--- src/rtl/johnson_decoder.sv ---
// Decodes a 5-bit twisted-ring code to a position and checks that consecutive
// samples move forward one step at a time. Tracks lock state, errors and 9->0 wraps.
module johnson_decoder #(
    parameter int LOCK_CNT = 3
) (
    input  logic       clk,
    input  logic       reset_n,
    input  logic [4:0] jc_in,
    input  logic       jc_valid,
    input  logic       clear_err,
    output logic [3:0] index,
    output logic [9:0] onehot,
    output logic       legal,
    output logic       step_err,
    output logic       err_sticky,
    output logic [7:0] wrap_count,
    output logic       locked
);

    typedef enum logic [1:0] {
        S_UNLOCKED = 2'd0,
        S_TRACKING = 2'd1,
        S_LOCKED   = 2'd2
    } state_t;

    localparam logic [3:0] LOCK_W = 4'(LOCK_CNT);

    state_t     state_q, state_d;
    logic [3:0] good_cnt_q, good_cnt_d;
    logic [3:0] index_q, index_d;
    logic [9:0] onehot_q, onehot_d;
    logic       legal_q, legal_d;
    logic       step_err_q, step_err_d;
    logic       err_q, err_d;
    logic [7:0] wrap_q, wrap_d;

    logic [3:0] dec_idx;
    logic       dec_legal;
    logic [9:0] dec_onehot;
    logic [3:0] next_idx;
    logic       is_hold, is_adv, have_prev;

    always_comb begin
        dec_legal = 1'b1;
        dec_idx   = 4'd0;
        case (jc_in)
            5'b00000: dec_idx = 4'd0;
            5'b00001: dec_idx = 4'd1;
            5'b00011: dec_idx = 4'd2;
            5'b00111: dec_idx = 4'd3;
            5'b01111: dec_idx = 4'd4;
            5'b11111: dec_idx = 4'd5;
            5'b11110: dec_idx = 4'd6;
            5'b11100: dec_idx = 4'd7;
            5'b11000: dec_idx = 4'd8;
            5'b10000: dec_idx = 4'd9;
            default: begin
                dec_legal = 1'b0;
                dec_idx   = 4'hF;
            end
        endcase
    end

    for (genvar gi = 0; gi < 10; gi++) begin : g_onehot
        assign dec_onehot[gi] = dec_legal && (dec_idx == 4'(gi));
    end

    // index_q doubles as the stored previous position whenever we are not UNLOCKED
    assign next_idx  = (index_q == 4'd9) ? 4'd0 : index_q + 4'd1;
    assign is_hold   = (dec_idx == index_q);
    assign is_adv    = (dec_idx == next_idx);
    assign have_prev = (state_q != S_UNLOCKED);

    always_ff @(posedge clk or negedge reset_n) begin
        if (!reset_n) begin
            state_q    <= S_UNLOCKED;
            good_cnt_q <= 4'd0;
        end else begin
            state_q    <= state_d;
            good_cnt_q <= good_cnt_d;
        end
    end

    always_comb begin
        state_d    = state_q;
        good_cnt_d = good_cnt_q;
        if (jc_valid) begin
            if (!dec_legal) begin
                state_d    = S_UNLOCKED;
                good_cnt_d = 4'd0;
            end else begin
                case (state_q)
                    S_UNLOCKED: begin
                        state_d    = S_TRACKING;
                        good_cnt_d = 4'd0;
                    end
                    S_TRACKING: begin
                        if (is_adv) begin
                            good_cnt_d = good_cnt_q + 4'd1;
                            if (good_cnt_d == LOCK_W) state_d = S_LOCKED;
                        end else if (!is_hold) begin
                            good_cnt_d = 4'd0;
                        end
                    end
                    S_LOCKED: begin
                        if (!is_adv && !is_hold) begin
                            state_d    = S_TRACKING;
                            good_cnt_d = 4'd0;
                        end
                    end
                    default: begin
                        state_d    = S_UNLOCKED;
                        good_cnt_d = 4'd0;
                    end
                endcase
            end
        end
    end

    always_comb begin
        index_d    = index_q;
        onehot_d   = onehot_q;
        legal_d    = legal_q;
        step_err_d = 1'b0;
        err_d      = err_q;
        wrap_d     = wrap_q;
        if (clear_err) err_d = 1'b0;
        if (jc_valid) begin
            index_d  = dec_idx;
            onehot_d = dec_onehot;
            legal_d  = dec_legal;
            if (!dec_legal)
                step_err_d = have_prev;
            else if (have_prev && !is_hold && !is_adv)
                step_err_d = 1'b1;
            if (dec_legal && have_prev && is_adv && (index_q == 4'd9) && (wrap_q != 8'hFF))
                wrap_d = wrap_q + 8'd1;
        end
        // a fresh error outranks a simultaneous clear
        if (step_err_d) err_d = 1'b1;
    end

    always_ff @(posedge clk or negedge reset_n) begin
        if (!reset_n) begin
            index_q    <= 4'd0;
            onehot_q   <= 10'd0;
            legal_q    <= 1'b0;
            step_err_q <= 1'b0;
            err_q      <= 1'b0;
            wrap_q     <= 8'd0;
        end else begin
            index_q    <= index_d;
            onehot_q   <= onehot_d;
            legal_q    <= legal_d;
            step_err_q <= step_err_d;
            err_q      <= err_d;
            wrap_q     <= wrap_d;
        end
    end

    assign index      = index_q;
    assign onehot     = onehot_q;
    assign legal      = legal_q;
    assign step_err   = step_err_q;
    assign err_sticky = err_q;
    assign wrap_count = wrap_q;
    assign locked     = (state_q == S_LOCKED);

endmodule
--- config.mk ---
export PLATFORM = sky130hd
export DESIGN_NAME = johnson_decoder
export DESIGN_NICKNAME = d
export VERILOG_FILES = /design/src/rtl/johnson_decoder.sv
export SDC_FILE = /design/constraint.sdc
export NUM_CORES = 1
export LEC_CHECK = 0
export ABC_AREA = 1
export CELL_PAD_IN_SITES_DETAIL_PLACEMENT = 0
export CELL_PAD_IN_SITES_GLOBAL_PLACEMENT = 1
export CORE_MARGIN = 8
export CORE_UTILIZATION = 35
export DETAILED_ROUTE_END_ITERATION = 6
export PLACE_DENSITY_LB_ADDON = 0.1
export SLEW_MARGIN = 25
export SYNTH_ARGS = -nofsm -noshare
export SYNTH_HDL_FRONTEND = slang
export SYNTH_SLANG_ARGS = --single-unit
--- constraint.sdc ---
create_clock -name clk -period 3.2 [get_ports clk]
set_input_delay 0.96 -clock clk [delete_from_list [all_inputs] [get_ports clk]]
set_output_delay 0.96 -clock clk [all_outputs]
set_load 0.02 [all_outputs]
==> results of run 1 <==
critical path, stage by stage:
cell and delay (ns):
clkdlybuf4s50_1 0.67, nand2_1 0.12, nand2_1 0.11, nand2_4 0.10, nand3_4 0.19, nand2_2 0.10, nand2_1 0.08, nand2_2 0.06
nor2_4 0.18, nand3_4 0.14, nor2_4 0.14, nand3b_1 0.08, nand2_1 0.06, nand2_1 0.05
stage by stage:
step	util, %	setup slack, ns	cell area [sq um]	hold slack, ns
floorplan	-	0.757	1930	0.463
global placement	43.9	0.0526	2370	0.467
detailed placement	43.9	0.0122	2370	0.471
CTS	46.1	0.319	2490	0.491
global route	46.1	0.107	2490	0.519
finish	46.1	0.330	2490	0.486
layer usage:
| layer | track usage (%) | vias up |
|---|---|---|
| li1 | - | 866 |
| met1 | 14.9 | 766 |
| met2 | 18.5 | 26 |
| met3 | 3.16 | 7 |
| met4 | 4.58 | 0 |
| met5 | 0 | - |
how the worst max path moves through the flow:
stage,start,end,slack (ns),depth (start not counted)
after floorplan,jc_in[4],wrap_count[7]$_DFFE_PN0P_,0.76,14
after global placement,jc_in[4],wrap_count[7]$_DFFE_PN0P_,0.05,14
after detailed placement,jc_in[4],wrap_count[7]$_DFFE_PN0P_,0.01,14
after CTS,jc_in[4],wrap_count[7]$_DFFE_PN0P_,0.32,14
after global routing,jc_in[4],wrap_count[7]$_DFFE_PN0P_,0.11,14
final,jc_in[4],wrap_count[7]$_DFFE_PN0P_,0.33,14
logic make-up (layout without fill, tap and decap cells):
kind of cell,Yosys count,in the layout,synth area share (%)
AND/OR/NAND/NOR,148,148,39.8
flip-flops,31,31,40.2
buffers and inverters,29,72,6.23
AO/OA/AOI/OAI,21,21,8.18
XOR/XNOR,8,8,3.63
adder cells (fa/ha/maj),3,3,1.95
power groups by stage:
stage / registers (mW) / clock network [mW] / logic [mW]
after CTS: 0.423 / 0.415 / 0.226
after global routing: 0.426 / 0.427 / 0.249
final: 0.423 / 0.401 / 0.222
after global placement: 0.431 / 0 / 0.226
after detailed placement: 0.430 / 0 / 0.225
after floorplan: 0.443 / 0 / 0.134
flip-flops by register name, summed over array words and instances (netlist names):
register and flops:
err_sticky 1, good_cnt_q 4, index 4, legal 1, onehot 10, state_q 2, step_err 1, wrap_count 8
layout by cell type, fill, tap and decap left out:
cell type	count
nand2_1	74
clkdlybuf4s50_1	34
dfrtp_1	31
nand3_1	21
inv_1	19
nor2_1	19
o21ai_0	8
nand4_1	7
nand2_2	6
clkbuf_8	6
buf_4	6
inv_2	5
nor2_4	5
nand2_4	4
nand3_2	4
xor2_1	4
o41ai_1	4
xnor2_1	4
nand3_4	3
nand3b_1	3
ha_1	3
a21oi_1	2
o31ai_1	2
o21ai_4	1
o21a_1	1
o21ai_1	1
a32o_1	1
nor3_2	1
nor3_1	1
o21bai_4	1
bufinv_16	1
clkinv_2	1
final cells by class:
type,instances,share of cell area [%]
Clock buffer,6,3.31
Clock inverter,2,1.41
Sequential cell,31,31.1
Tap cell,72,3.62
Inverter,24,3.62
Multi-Input combinational cell,180,41.4
Timing Repair Buffer,40,15.5
==> flow_summary.yaml, run 1 <==
final_layout:
  multiInputGateArea_sq_mm: 0.00103
  syn_to_final_growth_pct: 29.2
  drive_gt1_share_pct: 15.5
  n_fill_cell: 541
  fin_nets: 294
  final_cell_count_no_fill: 355
  seq_area_sq_um: 776
  diodes: 0
route:
  drc: 0
  drt_iter0_drc: 24
  met1_length_mm: 2.14
  wl_mm: 4.37
  ant_nets: 0
  dr.max_layer_used: "met4"
  num_vias: 1665
  firstDrtPassIters: 4
  wl_met2_mm: 1.98
  routedWlPerCell_um: 12.3
  avgViaCountPerCell: 4.69
  wl_met3_um: 178
critical_path:
  r2r_cells: 11
  critPathKind: "input pin to flip-flop"
  worstPathArrival_ns: 3.04
  cp-end-kind: "flip-flop"
  r2r-end: "good_cnt_q[3]$_DFFE_PN0P_"
  critical_path_peak_fanout: 13
  r2r_slack_ns: 1.26
  reg2reg_from: "index[2]$_DFFE_PN0P_"
  required_ns: 3.37
  crit_path_start_kind: "input pin"
clock_network:
  max-clock-path-buffers: 2
  cts_resized: 0
  cts_sinks: 31
  cts-root-buf: "clkbuf_8"
  clock_latency_ns: 0.28
  cts_setup_buffers: 0
  clk_pin_slew_ns: 0.07
  h-tree-depth: 2
  cts_buffers: 5
  cts_tree: "built"
  cts_hold_buf: 0
power:
  leakage_nw: 1.22
  p_int_uw: 742
  clock_power_share_pct: 38.3
  p_sw_share_pct: 29.0
  total_power_mw: 1.05
  switchingPower_uw: 303
  ir_worst_vdd_mv: 0.151
  combPwrFrac_pct: 21.2
  p_per_area_mw_per_mm2: 420
  seqPwrFrac_pct: 40.4
worst_hold_path:
  hold_class: "flip-flop to flip-flop"
  hold-path-cell-count: 2
  hold_end: "onehot[5]$_DFFE_PN0P_"
  min_from: "onehot[5]$_DFFE_PN0P_"
synth:
  synth_fp_nets: 252
  synth_top_area_share_pct: 40.2
  synth_edf_count: 0
  yosysTopAreaCell: "dfrtp_1"
  syn_area_sq_mm: 0.00193
  post_synth_num_cell_types: 30
  yosys-top-cells-area: "dfrtp_1 40%, nand2_1 14%, nand3_1 5.5%"
  yosysWarningCount: 0
  synth_ff_type: "dfrtp_1"
  ys_seq_area_share_pct: 40.2
  netlist_instances: 240
  yosysMostFrequentCell: "nand2_1"
  synthArstFlopShare_pct: 100
  syn_area_per_cell_sq_um: 8.03
  synth_commonest_cells: "74 x nand2_1, 31 x dfrtp_1, 21 x nand3_1"
  ys_seq_elements: 31
global_routing:
  grtUsageTotal_pct: 11.8
  grt_overflow: 0
  grt_pass1_wl_mm: 7.99
  grt_pass1_vias: 1688
  grt_max_degree: 32
  antenna_found_initial: 0
floorplan:
  ios: 35
  fp.dieArea_sq_mm: 0.00814
  core_area_sq_mm: 0.00541
  die_h_um: 90.2
  start_util_pct: 35.7
  die_x_um: 90.2
  row_count: 27
timing:
  min_period_ns: 2.87
  period_share_pct: 89.7
  fmax_mhz: 348
  slew_viol_final: 0
  rsz0062_at_grt: "false"
  tightest_slew_ns: 0.414
  slew_headroom_pct: 72.4
  fin_tns_setup_ns: 0
  clock_skew_ns: 0.000985
  finalHoldViolations: 0
  final-setup-viol-count: 0
placed_design:
  dpl.hpwl_mm: 3.39
  gp_congestion: 0.773
  dp.cells: 347
  port-buffer-count: 34
flow_run:
  cap_violations: 0
status:
  status: "complete, no violations"
(Power assumes the default switching activity.)
==> inputs of run 2 (changes only) <==
--- a/config.mk
+++ b/config.mk
@@ -10,6 +10,7 @@
 export CELL_PAD_IN_SITES_GLOBAL_PLACEMENT = 1
 export CORE_MARGIN = 8
 export CORE_UTILIZATION = 35
+export CTS_CLUSTER_SIZE = 28
 export DETAILED_ROUTE_END_ITERATION = 6
 export PLACE_DENSITY_LB_ADDON = 0.1
 export SLEW_MARGIN = 25
==> results of run 2 <==
Final layout, timing and power as in run 1 (identical DEF).
